## src/rtl/regfile_mp.sv

```systemverilog
// regfile_mp: parametrised multi-port register file with a hardware clear
// sequencer. Entry 0 always reads as zero.
//
// Parameters: n = data width, r = address width (depth 2**r), NR = read ports (1..4).
// Ports:
//   clk, reset      clock, asynchronous active-high reset
//   clr             request a full clear sweep (sampled on rising edge, IDLE only)
//   busy            high while the clear sweep runs (registered)
//   we3/wa3/wd3     write port A
//   we4/wa4/wd4     write port B (wins over A on same-address collision)
//   ra              NR packed read addresses, port k at [k*r +: r]
//   rd              NR packed read data, port k at [k*n +: n] (combinational)
//
// Build option: define REGFILE_BYPASS_EN for same-cycle write-to-read forwarding.

module regfile_mp #(
  parameter int n  = 16,
  parameter int r  = 3,
  parameter int NR = 2
) (
  input  logic          clk,
  input  logic          reset,
  input  logic          clr,
  output logic          busy,
  input  logic          we3,
  input  logic [r-1:0]  wa3,
  input  logic [n-1:0]  wd3,
  input  logic          we4,
  input  logic [r-1:0]  wa4,
  input  logic [n-1:0]  wd4,
  input  logic [NR*r-1:0] ra,
  output logic [NR*n-1:0] rd
);

  localparam int unsigned DEPTH = 2 ** r;

  typedef enum logic {IDLE, CLEAR} state_e;

  state_e         state, state_nxt;
  logic [r-1:0]   clr_cnt, clr_cnt_nxt;
  logic           sweep_c;
  logic           wr_ok_c;
  logic [n-1:0]   rf [DEPTH];

  // State, sweep counter and busy flag; busy mirrors the registered state.
  always_ff @(posedge clk or posedge reset) begin
    if (reset) begin
      state   <= CLEAR;
      clr_cnt <= '0;
      busy    <= 1'b1;
    end else begin
      state   <= state_nxt;
      clr_cnt <= clr_cnt_nxt;
      busy    <= (state_nxt == CLEAR);
    end
  end

  // Next-state logic: IDLE accepts writes unless clr is sampled this edge.
  always_comb begin
    state_nxt   = state;
    clr_cnt_nxt = clr_cnt;
    sweep_c     = 1'b0;
    wr_ok_c     = 1'b0;
    case (state)
      IDLE: begin
        if (clr) begin
          state_nxt   = CLEAR;
          clr_cnt_nxt = '0;
        end else begin
          wr_ok_c = 1'b1;
        end
      end
      CLEAR: begin
        sweep_c     = 1'b1;
        clr_cnt_nxt = clr_cnt + r'(1);  // wraps to 0 after the last entry
        if (clr_cnt == r'(DEPTH - 1)) begin
          state_nxt = IDLE;
        end
      end
      default: begin
        state_nxt   = CLEAR;
        clr_cnt_nxt = '0;
      end
    endcase
  end

  // Storage: sweep clears one entry per cycle; port B is written last so it wins.
  always_ff @(posedge clk) begin
    if (sweep_c) begin
      rf[clr_cnt] <= '0;
    end else if (wr_ok_c) begin
      if (we3 && (wa3 != '0)) rf[wa3] <= wd3;
      if (we4 && (wa4 != '0)) rf[wa4] <= wd4;
    end
  end

  // Combinational read ports; address 0 and an active sweep force zero.
  for (genvar k = 0; k < NR; k++) begin : g_rd
    logic [r-1:0] addr;
    logic [n-1:0] data;

    assign addr = ra[k*r +: r];

    always_comb begin
      data = '0;
      if (!busy && (addr != '0)) begin
`ifdef REGFILE_BYPASS_EN
        if (we4 && (wa4 == addr)) begin
          data = wd4;
        end else if (we3 && (wa3 == addr)) begin
          data = wd3;
        end else begin
          data = rf[addr];
        end
`else
        data = rf[addr];
`endif
      end
    end

    assign rd[k*n +: n] = data;
  end

endmodule

```

## config.mk

```make
export PLATFORM = sky130hd
export DESIGN_NAME = regfile_mp
export DESIGN_NICKNAME = d
export VERILOG_FILES = /design/src/rtl/regfile_mp.sv
export SDC_FILE = /design/constraint.sdc
export NUM_CORES = 1
export LEC_CHECK = 0
export BUFFER_PORTS_ARGS = -buffer_cell sky130_fd_sc_hd__buf_2
export CAP_MARGIN = 10
export CORE_ASPECT_RATIO = 0.7
export CORE_MARGIN = 2
export CORE_UTILIZATION = 35
export CTS_CLUSTER_DIAMETER = 40
export DETAILED_ROUTE_END_ITERATION = 8
export PLACE_DENSITY_LB_ADDON = 0.05
export SYNTH_ARGS = -nofsm -noshare
export SYNTH_HDL_FRONTEND = slang
export SYNTH_SLANG_ARGS = --single-unit
```

## constraint.sdc

```tcl
create_clock -name clk -period 7.6 [get_ports clk]
set_clock_uncertainty 0.15 [all_clocks]
set_input_delay 0 -clock clk [delete_from_list [all_inputs] [get_ports clk]]
set_output_delay 0 -clock clk [all_outputs]
set_load 0.01 [all_outputs]
```

; ---- Word-level counts from Yosys, hierarchy flattened
; Memory sizes are Yosys's and may differ from the RTL's.
; Cells that the tools add are included.
; Widths: inputs -> output; s select.
[totals]
inputBits = 49
output_inout_bits = 33
memories = 1
ramBits = 128
register_bits = 4
[memory_table]
columns = name, depth, word_bits, rd, rd_clocked_by_memory_dff, write_ports, line
row1 = rf, 8, 16, 2, 0, 2, 43  ; logic [n-1:0] rf [DEPTH];
[classes]
eq_ne = 2
bitwise = 1
n_reduce_logical = 10
n_addsub = 1
mux = 23
[op_table]
columns = operator, count
row1 = $mux 16, 3
row2 = $mux 1, 16
row3 = $reduce_or 16->1, 1
row4 = $reduce_bool 3->1, 4
row5 = $mux 3, 2
row6 = $pmux 3 s2, 1
row7 = $logic_and 1x1->1, 4
row8 = $add 3x1->3 const B, 1
row9 = $eq 3x3->1 const B, 1
row10 = $ne 2x2->1 const B, 1
row11 = $pmux 1 s2, 1
row12 = $logic_not 1->1, 1
row13 = $not 1->1, 1

; ---- Depth between registers and ports, before layout
[depth]
ltp_word = 8
mapped_depth = 6
ltp_nobuf = 3

; ---- Least setup slack after synthesis
; Ideal clock, no wire load.
[synth_timing]
path_kind = register -> register
startpoint = register state
endpoint = memory rf[1][0], enable pin
n_path_buf = 1
required_time_ns = 7.036
path_stages_with_launch = 5
setup_ns = 0.414
synth_period_minus_slack_ns = 3.086
arrival_time_ns = 2.521
path_slack_ns = 4.514
cell_sequence = dfstp_2 clkbuf_1 nand4bb_1 o211ai_1 o31ai_1
[synth_rtl]
columns = element, line
row1 = start: declaration, 39  ; state_e state, state_nxt;
row2 = start signal: assignment, 52  ; state <= state_nxt;
row3 = end: declaration, 43

==> impl_summary.txt <==
----------------------------------------------------
[Logic synthesis]
  Synthesized-area fraction occupied by ao, oa, aoi and oai cells ... 1.60%
  Fraction of the yosys area taken by sequential cells ... 49.4%
  Synth warn ... 0
  Count of state elements after synthesis ... 132
  Cell variety after synth ... 35
  Main combinational cell family by area after synthesis ... multiplexers
  XOR/XNOR Fraction of Synth Area ... 0%
  Post-Syn Nets ... 542
  Post-synthesis instance area ... 0.00798 sq mm
  Post-synthesis simple-gate area fraction ... 5.85%
  Mean area per synthesized cell ... 16.3 sq um
  Post-synthesis adder-cell area fraction ... 0.313%
  Mux cell area share after synthesis ... 38.3%
  Synth Instances ... 491

[Worst hold path]
  Hold Startpoint ... we3
  Hold Path Stages ... 3
  Hold EP ... rf[0][3]
  Classification of the worst-slack hold path ... in -> reg

[Clock network]
  Clock buffer depth ... 2
  Clock-pin transition on the worst setup and hold timing paths ... 0.06 ns
  Total number of H-tree levels ... 4
  CTS tree ... yes
  Post-cts sizing count ... 0
  Clock buffers created by TritonCTS ... 17
  Number of sinks driven by the clock tree ... 132
  Insertion delay of the later-clocked pin in the worst-skew pair ... 0.41 ns
  CTS hold repair buffers ... 38
  Cell at the root of the clock tree ... clkbuf_16
  Post-CTS repair timing setup buffer count ... 0

[Finish]
  Commonest cells after routing, fill and taps aside ... 128 x edfxtp_1, 102 x mux2_2, 81 x buf_2
  Most common cell after layout, fill and taps aside ... edfxtp_1
  Share of post-route cells with drive strength above 1 ... 52.8%
  Relative area change from synthesis to final layout ... 19.6%
  Antenna Diode Count ... 0
  Non-filler cells, final ... 907
  Post-Route Utilization ... 42.4%
  Final #Nets ... 636

[Floorplanning]
  Starting Density ... 35.5%
  Overall die height ... 130 um
  Site row count ... 46
  Die area ... 0.0241 sq mm
  Top Ports ... 82
  Placeable core area ... 0.0225 sq mm
  X dimension of the die ... 185 um

[Worst setup path]
  Cells along the critical path ... nor3b_2, buf_4, o211ai_1, o31ai_4
  Critical path buffers and inverters ... 1
  Crit start category ... flop
  Biggest cell delay along the critical path ... 1.05 ns
  CP Data Required Time ... 7.47 ns
  Critical Path Stages ... 4
  Startpoint of the most critical register-to-register path ... state
  Max Fanout on Critical Path ... 16
  CP Data Arrival Time ... 3.18 ns
  Cell type group with the largest total delay on the critical path ... compound AO/OA/AOI/OAI gates
  Crit Path Category ... reg -> reg
  Crit. End Element ... flop
  Worst R2R Path Depth ... 4
  CP max-delay cell ... o31ai_4
  Endpoint of the worst register-to-register path ... rf[5][11]
  Worst R2R Setup Slack ... 4.29 ns

[Global route]
  Overflow left after global routing ... 0
  Global-route wire length before repair ... 34400 um
  Vias in the first global route ... 5017
  Maximum number of pins on one net before global-route repair ... 34
  Aggregate global-route resource usage ... 20.5%
  Antenna violations before repair ... 0

[Timing]
  Setup repair after global routing missed its margin ... false
  Final number of setup-violating endpoints ... 0
  Max-slew violation count ... 0
  Setup slack of the critical path after layout ... 4.29 ns
  Peak Freq ... 302 MHz
  Final setup TNS ... 0 ns
  Transition at the pin with the smallest max-transition slack ... 1.13 ns
  Relative slew slack ... 24.9%
  Final hold violation count ... 0
  Part of the cycle the worst path needs ... 43.5%
  Period minus WS final ... 3.31 ns

[Power and ir drop]
  Worst IR Drop VDD ... 0.163 mV
  Leakage power summed over all cells ... 3.72 nW
  Power density relative to cell area ... 283 mW/mm^2

[Place]
  Port buffer count ... 81
  DPL Wire Length ... 14400 um
  Post-Place Cells ... 839
  Pre-CTS setup slack ... 4.26 ns
  Global placement routability congestion ... 0.733

[Route]
  Drt first-iter violations ... 421
  DR vias ... 4944
  Wire length after detailed routing ... 23600 um
  Antenna violation net count after detailed routing ... 0
  Number of design rule violations left after detail routing ... 0
  Wire length per cell after detailed routing ... 26.0 um
  Number of iterations in the first detailed-routing pass ... 5
  Via-to-Cell Ratio ... 5.45

[Job]
  Maximum Capacitance Violations ... 0

[Outcome]
  Run status ... complete, no violations

----------------------------------------------------
[cells in the mapped netlist]
master     number  area (sq um)
edfxtp_1      128          3840
mux2_2        102          1150
mux4_2         64          1440
nor2_1         34           128
mux2i_1        32           320
buf_2          20           100
buf_6          16           180
and3_1         11          68.8
mux2_4         10           150
clkbuf_1        9          33.8
buf_1           8          30.0
o31ai_1         8          60.1
and3_4          5          56.3
nand2_2         5          31.3
inv_1           4          15.0
dfrtp_1         3          75.1
nor2b_1         3          18.8
nor3_1          3          15.0
a21oi_1         2          10.0
ha_1            2          25.0
nand3_4         2          35.0
nand4bb_1       2          22.5
nor4bb_1        2          20.0
o211a_1         2          20.0
o211ai_1        2          15.0
or2_2           2          12.5
or3b_2          2          17.5
a21o_1          1          7.51
a22o_1          1          8.76
a31oi_1         1          6.26
dfstp_2         1          26.3
nand2_1         1          3.75
nor3b_1         1          7.51
nor4b_4         1          23.8
or3_1           1          6.26
[worst register-to-register path, cell delays in order, from the launching register on]
cell	delay, ns
dfstp_2	0.45
nor3b_2	0.63
buf_4	0.34
o211ai_1	0.29
o31ai_4	1.05
[how the worst max path moves through the flow]
| stage | end | slack, ns | from |
|---|---|---|---|
| 2_1_floorplan | rf[1][0] | 4.51 | state |
| 3_3_place_gp | rf[5][10] | 4.38 | state |
| 3_5_place_dp | rf[5][12] | 4.26 | state |
| 4_1_cts | rf[5][4] | 4.25 | state |
| 5_1_grt | rf[5][4] | 4.15 | state |
| 6_report | rf[5][11] | 4.29 | state |
[metal layers]
| metal | GRT usage (%) | routed length, um |
|---|---|---|
| met1 | 30.6 | 11600 |
| met2 | 31.5 | 10700 |
| met3 | 3.54 | 1080 |
| met4 | 4.00 | 186 |
| met5 | 0 | 0 |
[state kept, by name, indices dropped and copies added, names as in the netlist]
signal / cells
rf: 128
state: 1
clr_cnt: 3
[through the flow]
stage	power [mW]	hold WS (ns)	instance area [sq um]
3_5_place_dp	1.90	-0.250	8600
3_3_place_gp	1.88	-0.255	8600
2_1_floorplan	1.56	-0.385	7980
4_1_cts	2.72	0.175	9540
6_report	2.70	0.186	9550
5_1_grt	2.82	0.184	9550
[logic make-up after synthesis]
group,count (synthesis)
fa+ha+maj,2
mux,208
compound gates,17
flops,132
simple gates,75
buf+inv,57
[area by class of cell]
cell class,instances,area (sq um)
clock buffer,22,444
tap,312,390
sequential,132,3950
timing repair buffer,128,861
fill,2075,13000
multi-input combinational,302,3790
inverter,4,15.0
clock inverter,7,109
[power by group]
group	total [mW]	switching (mW)	internal (mW)
Combinational	0.763	0.448	0.316
Clock	0.801	0.294	0.507
Sequential	1.14	0.0955	1.04
(Power assumes the default switching activity.)
